File: src/rtl/bwn_frame_ctrl_if.sv
// Host sample stream into the frame controller and the registered sample stream out to FC1.
interface bwn_frame_ctrl_if #(
  parameter int D_WL = 16
);
  // A host beat transfers on a rising edge where s_valid and s_ready are both high.
  // The host holds s_valid/s_data until the transfer (clr and reset excepted).
  // dp_valid/dp_data is a push-only strobe with no backpressure.
  logic            s_valid;
  logic [D_WL-1:0] s_data;
  logic            s_ready;
  logic            dp_valid;
  logic [D_WL-1:0] dp_data;

  modport master (output s_valid, output s_data, input s_ready, input dp_valid, input dp_data);
  modport slave  (input s_valid, input s_data, output s_ready, output dp_valid, output dp_data);
endinterface

File: src/rtl/bwn_frame_ctrl.sv
// Frame sequencer for the four-layer binary-weight FC pipeline: admits one frame,
// generates every weight/BN ROM address with wrap, and latches the judge result.
module bwn_frame_ctrl #(
  parameter int INPUT_SIZE1 = 1274,
  parameter int INPUT_SIZE2 = 120,
  parameter int INPUT_SIZE3 = 80,
  parameter int INPUT_SIZE4 = 40,
  parameter int D_WL        = 16,
  parameter int AW          = 12,
  parameter int TIMEOUT     = 4095
) (
  input  logic          clk,
  input  logic          rst_n,
  input  logic          start,
  input  logic          clr,
  bwn_frame_ctrl_if.slave bus,
  input  logic          bn1_en,
  input  logic          bn2_en,
  input  logic          bn3_en,
  input  logic          fc2_en,
  input  logic          fc3_en,
  input  logic          fc4_en,
  output logic [AW-1:0] w1_addr,
  output logic [AW-1:0] w2_addr,
  output logic [AW-1:0] w3_addr,
  output logic [AW-1:0] w4_addr,
  output logic [AW-1:0] c1_addr,
  output logic [AW-1:0] c2_addr,
  output logic [AW-1:0] c3_addr,
  input  logic          res_valid,
  input  logic [1:0]    res_class,
  output logic          busy,
  output logic          done,
  output logic [1:0]    class_out,
  output logic [1:0]    err,
  output logic [1:0]    state_dbg
);
  typedef enum logic [1:0] {
    ST_IDLE = 2'd0,
    ST_LOAD = 2'd1,
    ST_WAIT = 2'd2,
    ST_DONE = 2'd3
  } state_e;

  // Counter order: w1, c1, w2, c2, w3, c3, w4 (BN depth of layer k equals FC depth of layer k+1).
  localparam int NCNT = 7;
  localparam logic [AW-1:0] LAST [NCNT] = '{
    AW'(INPUT_SIZE1 - 1), AW'(INPUT_SIZE2 - 1), AW'(INPUT_SIZE2 - 1),
    AW'(INPUT_SIZE3 - 1), AW'(INPUT_SIZE3 - 1), AW'(INPUT_SIZE4 - 1), AW'(INPUT_SIZE4 - 1)};
  localparam logic [15:0] TO_LIMIT = 16'(TIMEOUT);

  state_e          state_q, state_d;
  logic            s_ready_q, s_ready_d;
  logic            dp_valid_q, dp_valid_d;
  logic [D_WL-1:0] dp_data_q, dp_data_d;
  logic            done_q, done_d;
  logic            busy_q, busy_d;
  logic [1:0]      class_q, class_d;
  logic [1:0]      err_q, err_d;
  logic [15:0]     to_q, to_d;
  logic [AW-1:0]   cnt_q [NCNT];
  logic [AW-1:0]   cnt_d [NCNT];
  logic [AW-1:0]   w1_addr_q, w1_addr_d;
  logic [NCNT-1:0] strobe;
  logic            accept, layer_strobe, all_zero, clear_cnt;

  always_comb begin
    accept       = (state_q == ST_LOAD) && s_ready_q && bus.s_valid;
    strobe       = {fc4_en, bn3_en, fc3_en, bn2_en, fc2_en, bn1_en, accept};
    layer_strobe = |strobe[NCNT-1:1];
    all_zero     = 1'b1;
    for (int i = 0; i < NCNT; i++) begin
      cnt_d[i] = cnt_q[i];
      if (cnt_q[i] != '0) all_zero = 1'b0;
      if (strobe[i]) cnt_d[i] = (cnt_q[i] == LAST[i]) ? '0 : cnt_q[i] + AW'(1);
    end
    // w1 trails its counter by one cycle so it names the sample currently on dp_data.
    w1_addr_d  = cnt_q[0];
    state_d    = state_q;
    s_ready_d  = 1'b0;
    dp_valid_d = accept;
    dp_data_d  = accept ? bus.s_data : dp_data_q;
    done_d     = 1'b0;
    class_d    = class_q;
    err_d      = err_q;
    to_d       = '0;
    clear_cnt  = 1'b0;

    case (state_q)
      ST_IDLE: begin
        if (start) begin
          state_d   = ST_LOAD;
          s_ready_d = 1'b1;
          err_d     = 2'b00;
        end
        if (layer_strobe) err_d = 2'b11;
      end
      ST_LOAD: begin
        s_ready_d = 1'b1;
        if (accept && (cnt_q[0] == LAST[0])) begin
          state_d   = ST_WAIT;
          s_ready_d = 1'b0;
        end
      end
      ST_WAIT: begin
        if (res_valid) begin
          class_d = res_class;
          err_d   = all_zero ? 2'b00 : 2'b10;
          done_d  = 1'b1;
          state_d = ST_DONE;
        end else if (!layer_strobe) begin
          to_d = to_q + 16'd1;
          if (to_d == TO_LIMIT) begin
            err_d     = 2'b01;
            done_d    = 1'b1;
            state_d   = ST_IDLE;
            clear_cnt = 1'b1;
            to_d      = '0;
          end
        end
      end
      default: state_d = ST_IDLE;
    endcase

    if (clr) begin
      state_d    = ST_IDLE;
      s_ready_d  = 1'b0;
      dp_valid_d = 1'b0;
      done_d     = 1'b0;
      class_d    = class_q;
      err_d      = err_q;
      to_d       = '0;
      clear_cnt  = 1'b1;
    end
    if (clear_cnt) begin
      for (int i = 0; i < NCNT; i++) cnt_d[i] = '0;
      w1_addr_d = '0;
    end
    busy_d = (state_d == ST_LOAD) || (state_d == ST_WAIT);
  end

  always_ff @(posedge clk) begin
    if (!rst_n) begin
      state_q    <= ST_IDLE;
      s_ready_q  <= 1'b0;
      dp_valid_q <= 1'b0;
      dp_data_q  <= '0;
      done_q     <= 1'b0;
      busy_q     <= 1'b0;
      class_q    <= '0;
      err_q      <= '0;
      to_q       <= '0;
      cnt_q      <= '{default: '0};
      w1_addr_q  <= '0;
    end else begin
      state_q    <= state_d;
      s_ready_q  <= s_ready_d;
      dp_valid_q <= dp_valid_d;
      dp_data_q  <= dp_data_d;
      done_q     <= done_d;
      busy_q     <= busy_d;
      class_q    <= class_d;
      err_q      <= err_d;
      to_q       <= to_d;
      cnt_q      <= cnt_d;
      w1_addr_q  <= w1_addr_d;
    end
  end

  assign bus.s_ready  = s_ready_q;
  assign bus.dp_valid = dp_valid_q;
  assign bus.dp_data  = dp_data_q;
  assign w1_addr      = w1_addr_q;
  assign c1_addr      = cnt_q[1];
  assign w2_addr      = cnt_q[2];
  assign c2_addr      = cnt_q[3];
  assign w3_addr      = cnt_q[4];
  assign c3_addr      = cnt_q[5];
  assign w4_addr      = cnt_q[6];
  assign busy         = busy_q;
  assign done         = done_q;
  assign class_out    = class_q;
  assign err          = err_q;
  assign state_dbg    = state_q;
endmodule

File: src/flat_wrapper.sv
// flat-port wrapper written by rule: the top's interface ports become plain ports
module bwn_frame_ctrl_flat 
#(
  parameter int INPUT_SIZE1 = 1274,
  parameter int INPUT_SIZE2 = 120,
  parameter int INPUT_SIZE3 = 80,
  parameter int INPUT_SIZE4 = 40,
  parameter int D_WL        = 16,
  parameter int AW          = 12,
  parameter int TIMEOUT     = 4095
)
  (clk, rst_n, start, clr, bn1_en, bn2_en, bn3_en, fc2_en, fc3_en, fc4_en, w1_addr, w2_addr, w3_addr, w4_addr, c1_addr, c2_addr, c3_addr, res_valid, res_class, busy, done, class_out, err, state_dbg, bus_s_valid, bus_s_data, bus_s_ready, bus_dp_valid, bus_dp_data);
  bwn_frame_ctrl_if #(.D_WL(D_WL)) bus_i ();
  input  logic clk;
  input  logic rst_n;
  input  logic start;
  input  logic clr;
  input  logic bn1_en;
  input  logic bn2_en;
  input  logic bn3_en;
  input  logic fc2_en;
  input  logic fc3_en;
  input  logic fc4_en;
  output logic [AW-1:0] w1_addr;
  output logic [AW-1:0] w2_addr;
  output logic [AW-1:0] w3_addr;
  output logic [AW-1:0] w4_addr;
  output logic [AW-1:0] c1_addr;
  output logic [AW-1:0] c2_addr;
  output logic [AW-1:0] c3_addr;
  input  logic res_valid;
  input  logic [1:0] res_class;
  output logic busy;
  output logic done;
  output logic [1:0] class_out;
  output logic [1:0] err;
  output logic [1:0] state_dbg;
  input wire logic [$bits(bus_i.s_valid)-1:0] bus_s_valid;
  input wire logic [$bits(bus_i.s_data)-1:0] bus_s_data;
  output wire logic [$bits(bus_i.s_ready)-1:0] bus_s_ready;
  output wire logic [$bits(bus_i.dp_valid)-1:0] bus_dp_valid;
  output wire logic [$bits(bus_i.dp_data)-1:0] bus_dp_data;
  assign bus_i.s_valid = bus_s_valid;
  assign bus_i.s_data = bus_s_data;
  assign bus_s_ready = bus_i.s_ready;
  assign bus_dp_valid = bus_i.dp_valid;
  assign bus_dp_data = bus_i.dp_data;
  bwn_frame_ctrl #(.INPUT_SIZE1(INPUT_SIZE1), .INPUT_SIZE2(INPUT_SIZE2), .INPUT_SIZE3(INPUT_SIZE3), .INPUT_SIZE4(INPUT_SIZE4), .D_WL(D_WL), .AW(AW), .TIMEOUT(TIMEOUT)) u_core (.clk(clk), .rst_n(rst_n), .start(start), .clr(clr), .bus(bus_i), .bn1_en(bn1_en), .bn2_en(bn2_en), .bn3_en(bn3_en), .fc2_en(fc2_en), .fc3_en(fc3_en), .fc4_en(fc4_en), .w1_addr(w1_addr), .w2_addr(w2_addr), .w3_addr(w3_addr), .w4_addr(w4_addr), .c1_addr(c1_addr), .c2_addr(c2_addr), .c3_addr(c3_addr), .res_valid(res_valid), .res_class(res_class), .busy(busy), .done(done), .class_out(class_out), .err(err), .state_dbg(state_dbg));
endmodule
File: config.mk
export PLATFORM = sky130hd
export DESIGN_NAME = bwn_frame_ctrl_flat
export DESIGN_NICKNAME = d
export VERILOG_FILES = /design/src/rtl/bwn_frame_ctrl_if.sv /design/src/rtl/bwn_frame_ctrl.sv /design/src/flat_wrapper.sv
export SDC_FILE = /design/constraint.sdc
export NUM_CORES = 1
export LEC_CHECK = 0
export CELL_PAD_IN_SITES_DETAIL_PLACEMENT = 1
export CELL_PAD_IN_SITES_GLOBAL_PLACEMENT = 1
export CORE_ASPECT_RATIO = 2
export CORE_MARGIN = 2
export CORE_UTILIZATION = 38
export CTS_BUF_LIST = sky130_fd_sc_hd__clkbuf_16
export DETAILED_ROUTE_END_ITERATION = 8
export PLACE_DENSITY_LB_ADDON = 0.05
export SLEW_MARGIN = 20
export SYNTH_ARGS = -nofsm -noshare
export SYNTH_HDL_FRONTEND = slang
export SYNTH_SLANG_ARGS = --single-unit
File: constraint.sdc
create_clock -name clk -period 3.17 [get_ports clk]
set_input_delay 0.317 -clock clk [delete_from_list [all_inputs] [get_ports clk]]
set_output_delay 0.317 -clock clk [all_outputs]
set_load 0.05 [all_outputs]
==> results, run 1 <==
- The flow ran to the end, and the final reports show no timing, DRC or antenna violations.
- The cell count after synthesis came out at 804.
- The I/O pin count is 140.
- The critical path is of the flop to flop type.
- The worst register-to-register path has a depth of 8.
- The final antenna diode count is 0.
- The clock-pin slew on the worst setup and hold paths is 60 ps.
- Setup repair after global routing left no endpoint under its margin.
- The most common cell after layout, fill and taps aside is clkdlybuf4s50_1.
- Summed over all cells, the static leakage comes to 0.002939 µW.
- The area of the mapped netlist is 6723 µm².
- The total overflow left after global routing is 0.
- The count of unresolved DRC violations after routing is 0.
- Summed over all failing endpoints, the final setup total negative slack is 0 ps.
- Once detail routing completed, the nets flagged for antenna violations numbered 0.
- Detailed placement ended at an HPWL of 14060 µm.
- The placed instances occupy a cell area of 7787 µm².
- The destination of the worst register-to-register timing path is u_core.cnt_q[72]$_SDFFE_PP0P_.
- The primary flip-flop cell chosen by synthesis mapping is dfxtp_1.
- The total power per unit cell area is 486.0 nW/µm².
- The startpoint identified for the worst hold timing path is bus_s_data[3].
- The top cell types in the final layout, fill and taps aside, are clkdlybuf4s50_1 (139), dfxtp_1 (138), nor2_1 (137).
- The first detailed-routing pass ran for 4 iterations.
- Ranked by total cell area, the synthesized netlist is headed by dfxtp_1 (41%), buf_4 (9.0%), nor2_1 (7.6%), xor2_1 (5.5%), nand2_1 (5.4%).
- On the final layout, the worst clock skew is 6.427 ps.
- For this design, the sink count on the clock tree is 138.
- The detailed router finished its first iteration with between 100 and 150 violations.
- Data on the critical path arrives at its endpoint at ~3100 ps.
- The worst register-to-register path begins at u_core.to_q[0]$_SDFF_PP0_.
- The sort of element at the end of the critical path is a flop.
- The final design area excluding fillers is 8417 µm².
- The time the final worst path needs with I/O delays and setup is 2803 ps.
- The overall routed net length is 18640 µm.
- The detailed-route via count is roughly 5700.
- The number of clock buffers inserted by TritonCTS is 17.
- The largest area contributor in the netlist is dfxtp_1.
- The required time at the endpoint of the critical path is 3470 ps.
- The count of buffers added on input and output ports is 139.
- The horizontal die dimension is between 90 and 100 µm.
- The core box area is 17270 µm².
- The fraction of post-synthesis cell area in the top cell type by area is 0.4109.
- The class of the tightest hold or removal check is input pin to flop.
- For this configuration, the core starts out at a cell density of 0.3892.
- In this run the worst path has a maximum fanout of 19.
- Along the worst hold path, the cell count comes to 3.
- In this run the vertical extent of the chip is 192.1 µm.
- The floorplan has 68 rows.
- The first global-routing pass estimated 30480 µm of wire.
- The worst-case IR drop observed on VDD is 0.0003325 V.
- The worst min-delay path endpoint is u_core.bus.dp_data[3]$_SDFFE_PN0P_.
- Setup violations remaining at the end of the flow were counted as 0.
- For this design, the CTS-stage hold fixing added 0 buffers.
- The minimum hold slack is 464.2 ps.
- The number of distinct library cell variants in the gate-level netlist after synthesis is 52.
- The final worst-path cycle share is 0.8842.
- The tool flagged a number of max-cap violations equal to 0.
- The share of the yosys chip area belonging to registers is 0.4109.
- The tightest slew margin relative to the limit is 0.5461.
- The share of the core filled with cells is 0.4873.
- The final max-slew violation count is 0.
- STA classifies the critical path startpoint as a flop.
- The CTS tree is done.
- The synthesis-to-finish area growth is 25.20%.
- The measured slew at the worst slew-check pin is 674.7 ps.
- The count of state elements after synthesis is 138.
- The pin count of the biggest net entering global routing is 20.
- In this run the deepest clock path goes through 2 buffers.
- In this run, synthesis inferred 0 flip-flops with an integrated enable.
- The layout has 2056 filler cells.
- The area of the die is 18840 µm².
- Across all register-to-register paths, the minimum setup slack is 370 ps.
- The clock latency on the worst-skew pair is 420 ps.
- The congestion estimate from routability-driven global placement came to 0.8391.
- Each instance of the synthesized netlist takes up on average between 8 and 9 µm².
- The post-cts repair resize count is 0.
- The via count of the first global-routing pass was between 6000 and 7000.
- The root buffer cell is clkbuf_16.
- The number of endpoints with negative hold slack in the final report was 0.
- The share of post-route cells with drive strength above 1 is 0.06081.
- The post-CTS repair timing setup buffer count is 0.
- The net count of the mapped netlist is 851.
- At the end of the flow, the number of nets in the layout was 923.
- Static timing analysis puts the maximum clock frequency at 0.3568 GHz.
- The CTS H-tree depth is 4.
- In the final routed layout, each cell accounts on average for between 15 and 20 µm.
- The initial antenna violation count is 0.
- The overall routing resource usage is 0.2020.
- The proportion of synthesized flip-flops having asynchronous set or reset is 0.
- The via density per instance is slightly above 5.
- Yosys printed 0 warnings.
## flip-flops by register name, summed over array words and instances (netlist names), 12 cells and up
name                count
u_core.bus.dp_data     16
u_core.w3_addr         12
u_core.c1_addr         12
u_core.w2_addr         12
u_core.cnt_q           12
u_core.w1_addr         12
u_core.c3_addr         12
u_core.c2_addr         12
u_core.to_q            16
u_core.w4_addr         12
## cell families after synthesis
logic type	after synthesis	synth area share
mux	6	0.008934
xor+xnor	78	0.1016
buf+inv	132	0.1208
simple gates	365	0.2589
compound gates	68	0.06719
fa+ha+maj	17	0.03164
flops	138	0.4109
## how the worst max path moves through the flow
stage,startpoint,end,cells after the start
floorplan,u_core.to_q[0]$_SDFF_PP0_,u_core.err[1]$_SDFFE_PN0P_,8
global route,u_core.to_q[0]$_SDFF_PP0_,u_core.c1_addr[4]$_SDFFE_PP0P_,8
finish,u_core.to_q[0]$_SDFF_PP0_,u_core.cnt_q[72]$_SDFFE_PP0P_,8
global placement,u_core.to_q[0]$_SDFF_PP0_,u_core.cnt_q[75]$_SDFFE_PP0P_,8
detailed placement,u_core.to_q[0]$_SDFF_PP0_,u_core.w2_addr[4]$_SDFFE_PP0P_,8
CTS,u_core.to_q[0]$_SDFF_PP0_,u_core.cnt_q[72]$_SDFFE_PP0P_,8
## critical path, stage by stage (launching register included)
cell and delay [ps]:
dfxtp_1 430, ha_1 310, nand4_4 170, nor4_2 330, o22ai_1 130, nor4_2 390, a41o_2 530, buf_4 300
nor2_1 80
## where the power goes
group / internal [µW] / switching [µW] / leakage, µW
sequential: 1750 / 12.7 / 0.00111
combinational: 82.8 / 109 / 0.00153
clock: 1380 / 761 / 0.000300
total: 3210 / 882 / 0.00294
## cell type report
| type | instances | area, µm² | share of cell area |
|---|---|---|---|
| multi-input cells | 534 | 3149 | 0.3742 |
| well taps | 210 | 262.8 | 0.03122 |
| inverters | 33 | 123.9 | 0.01472 |
| flip-flops and latches | 138 | 2763 | 0.3282 |
| repair buffers | 152 | 1489 | 0.1769 |
| clock buffers | 17 | 425.4 | 0.05054 |
| clock inverters | 14 | 203.9 | 0.02423 |
## cells in the mapped netlist, types with 5 or more instances
cell	instances
a21boi_0	18
a21oi_1	15
and3_1	15
buf_4	81
clkbuf_1	13
dfxtp_1	138
ha_1	17
inv_1	33
mux2i_1	6
nand2_1	96
nand3_1	20
nand4_1	30
nor2_1	137
nor2b_1	5
nor3_1	11
nor4_1	14
o21ai_0	14
or3_1	6
xnor2_1	36
xor2_1	42
## metrics by stage
stage / power (µW) / setup WS, ps / std cells
6_report: 4091 / 367.2 / 1098
5_1_grt: 4215 / 109.4 / 1098
4_1_cts: 4143 / 315.2 / 1098
3_5_place_dp: 1989 / 352.0 / 1067
3_3_place_gp: 1983 / 485.7 / 1067
2_1_floorplan: 1908 / 920.1 / 804
## per-layer routing
metal  GRT usage  routed length [µm]  vias up
li1            -                   -     2740
met3     0.03493                 563       36
met4     0.08921                 544        0
met5           0                   0        -
met2      0.3962               10690      109
met1      0.2035                6835     2774
(Power assumes the default switching activity.)
==> inputs of run 2 (changes only) <==
--- a/config.mk
+++ b/config.mk
@@ -5,6 +5,7 @@
 export SDC_FILE = /design/constraint.sdc
 export NUM_CORES = 1
 export LEC_CHECK = 0
+export ABC_CLOCK_PERIOD_IN_PS = 3170
 export CELL_PAD_IN_SITES_DETAIL_PLACEMENT = 1
 export CELL_PAD_IN_SITES_GLOBAL_PLACEMENT = 1
 export CORE_ASPECT_RATIO = 2
==> results of run 2 <==
The final DEF is identical to that of run 1; final timing and power are the same.
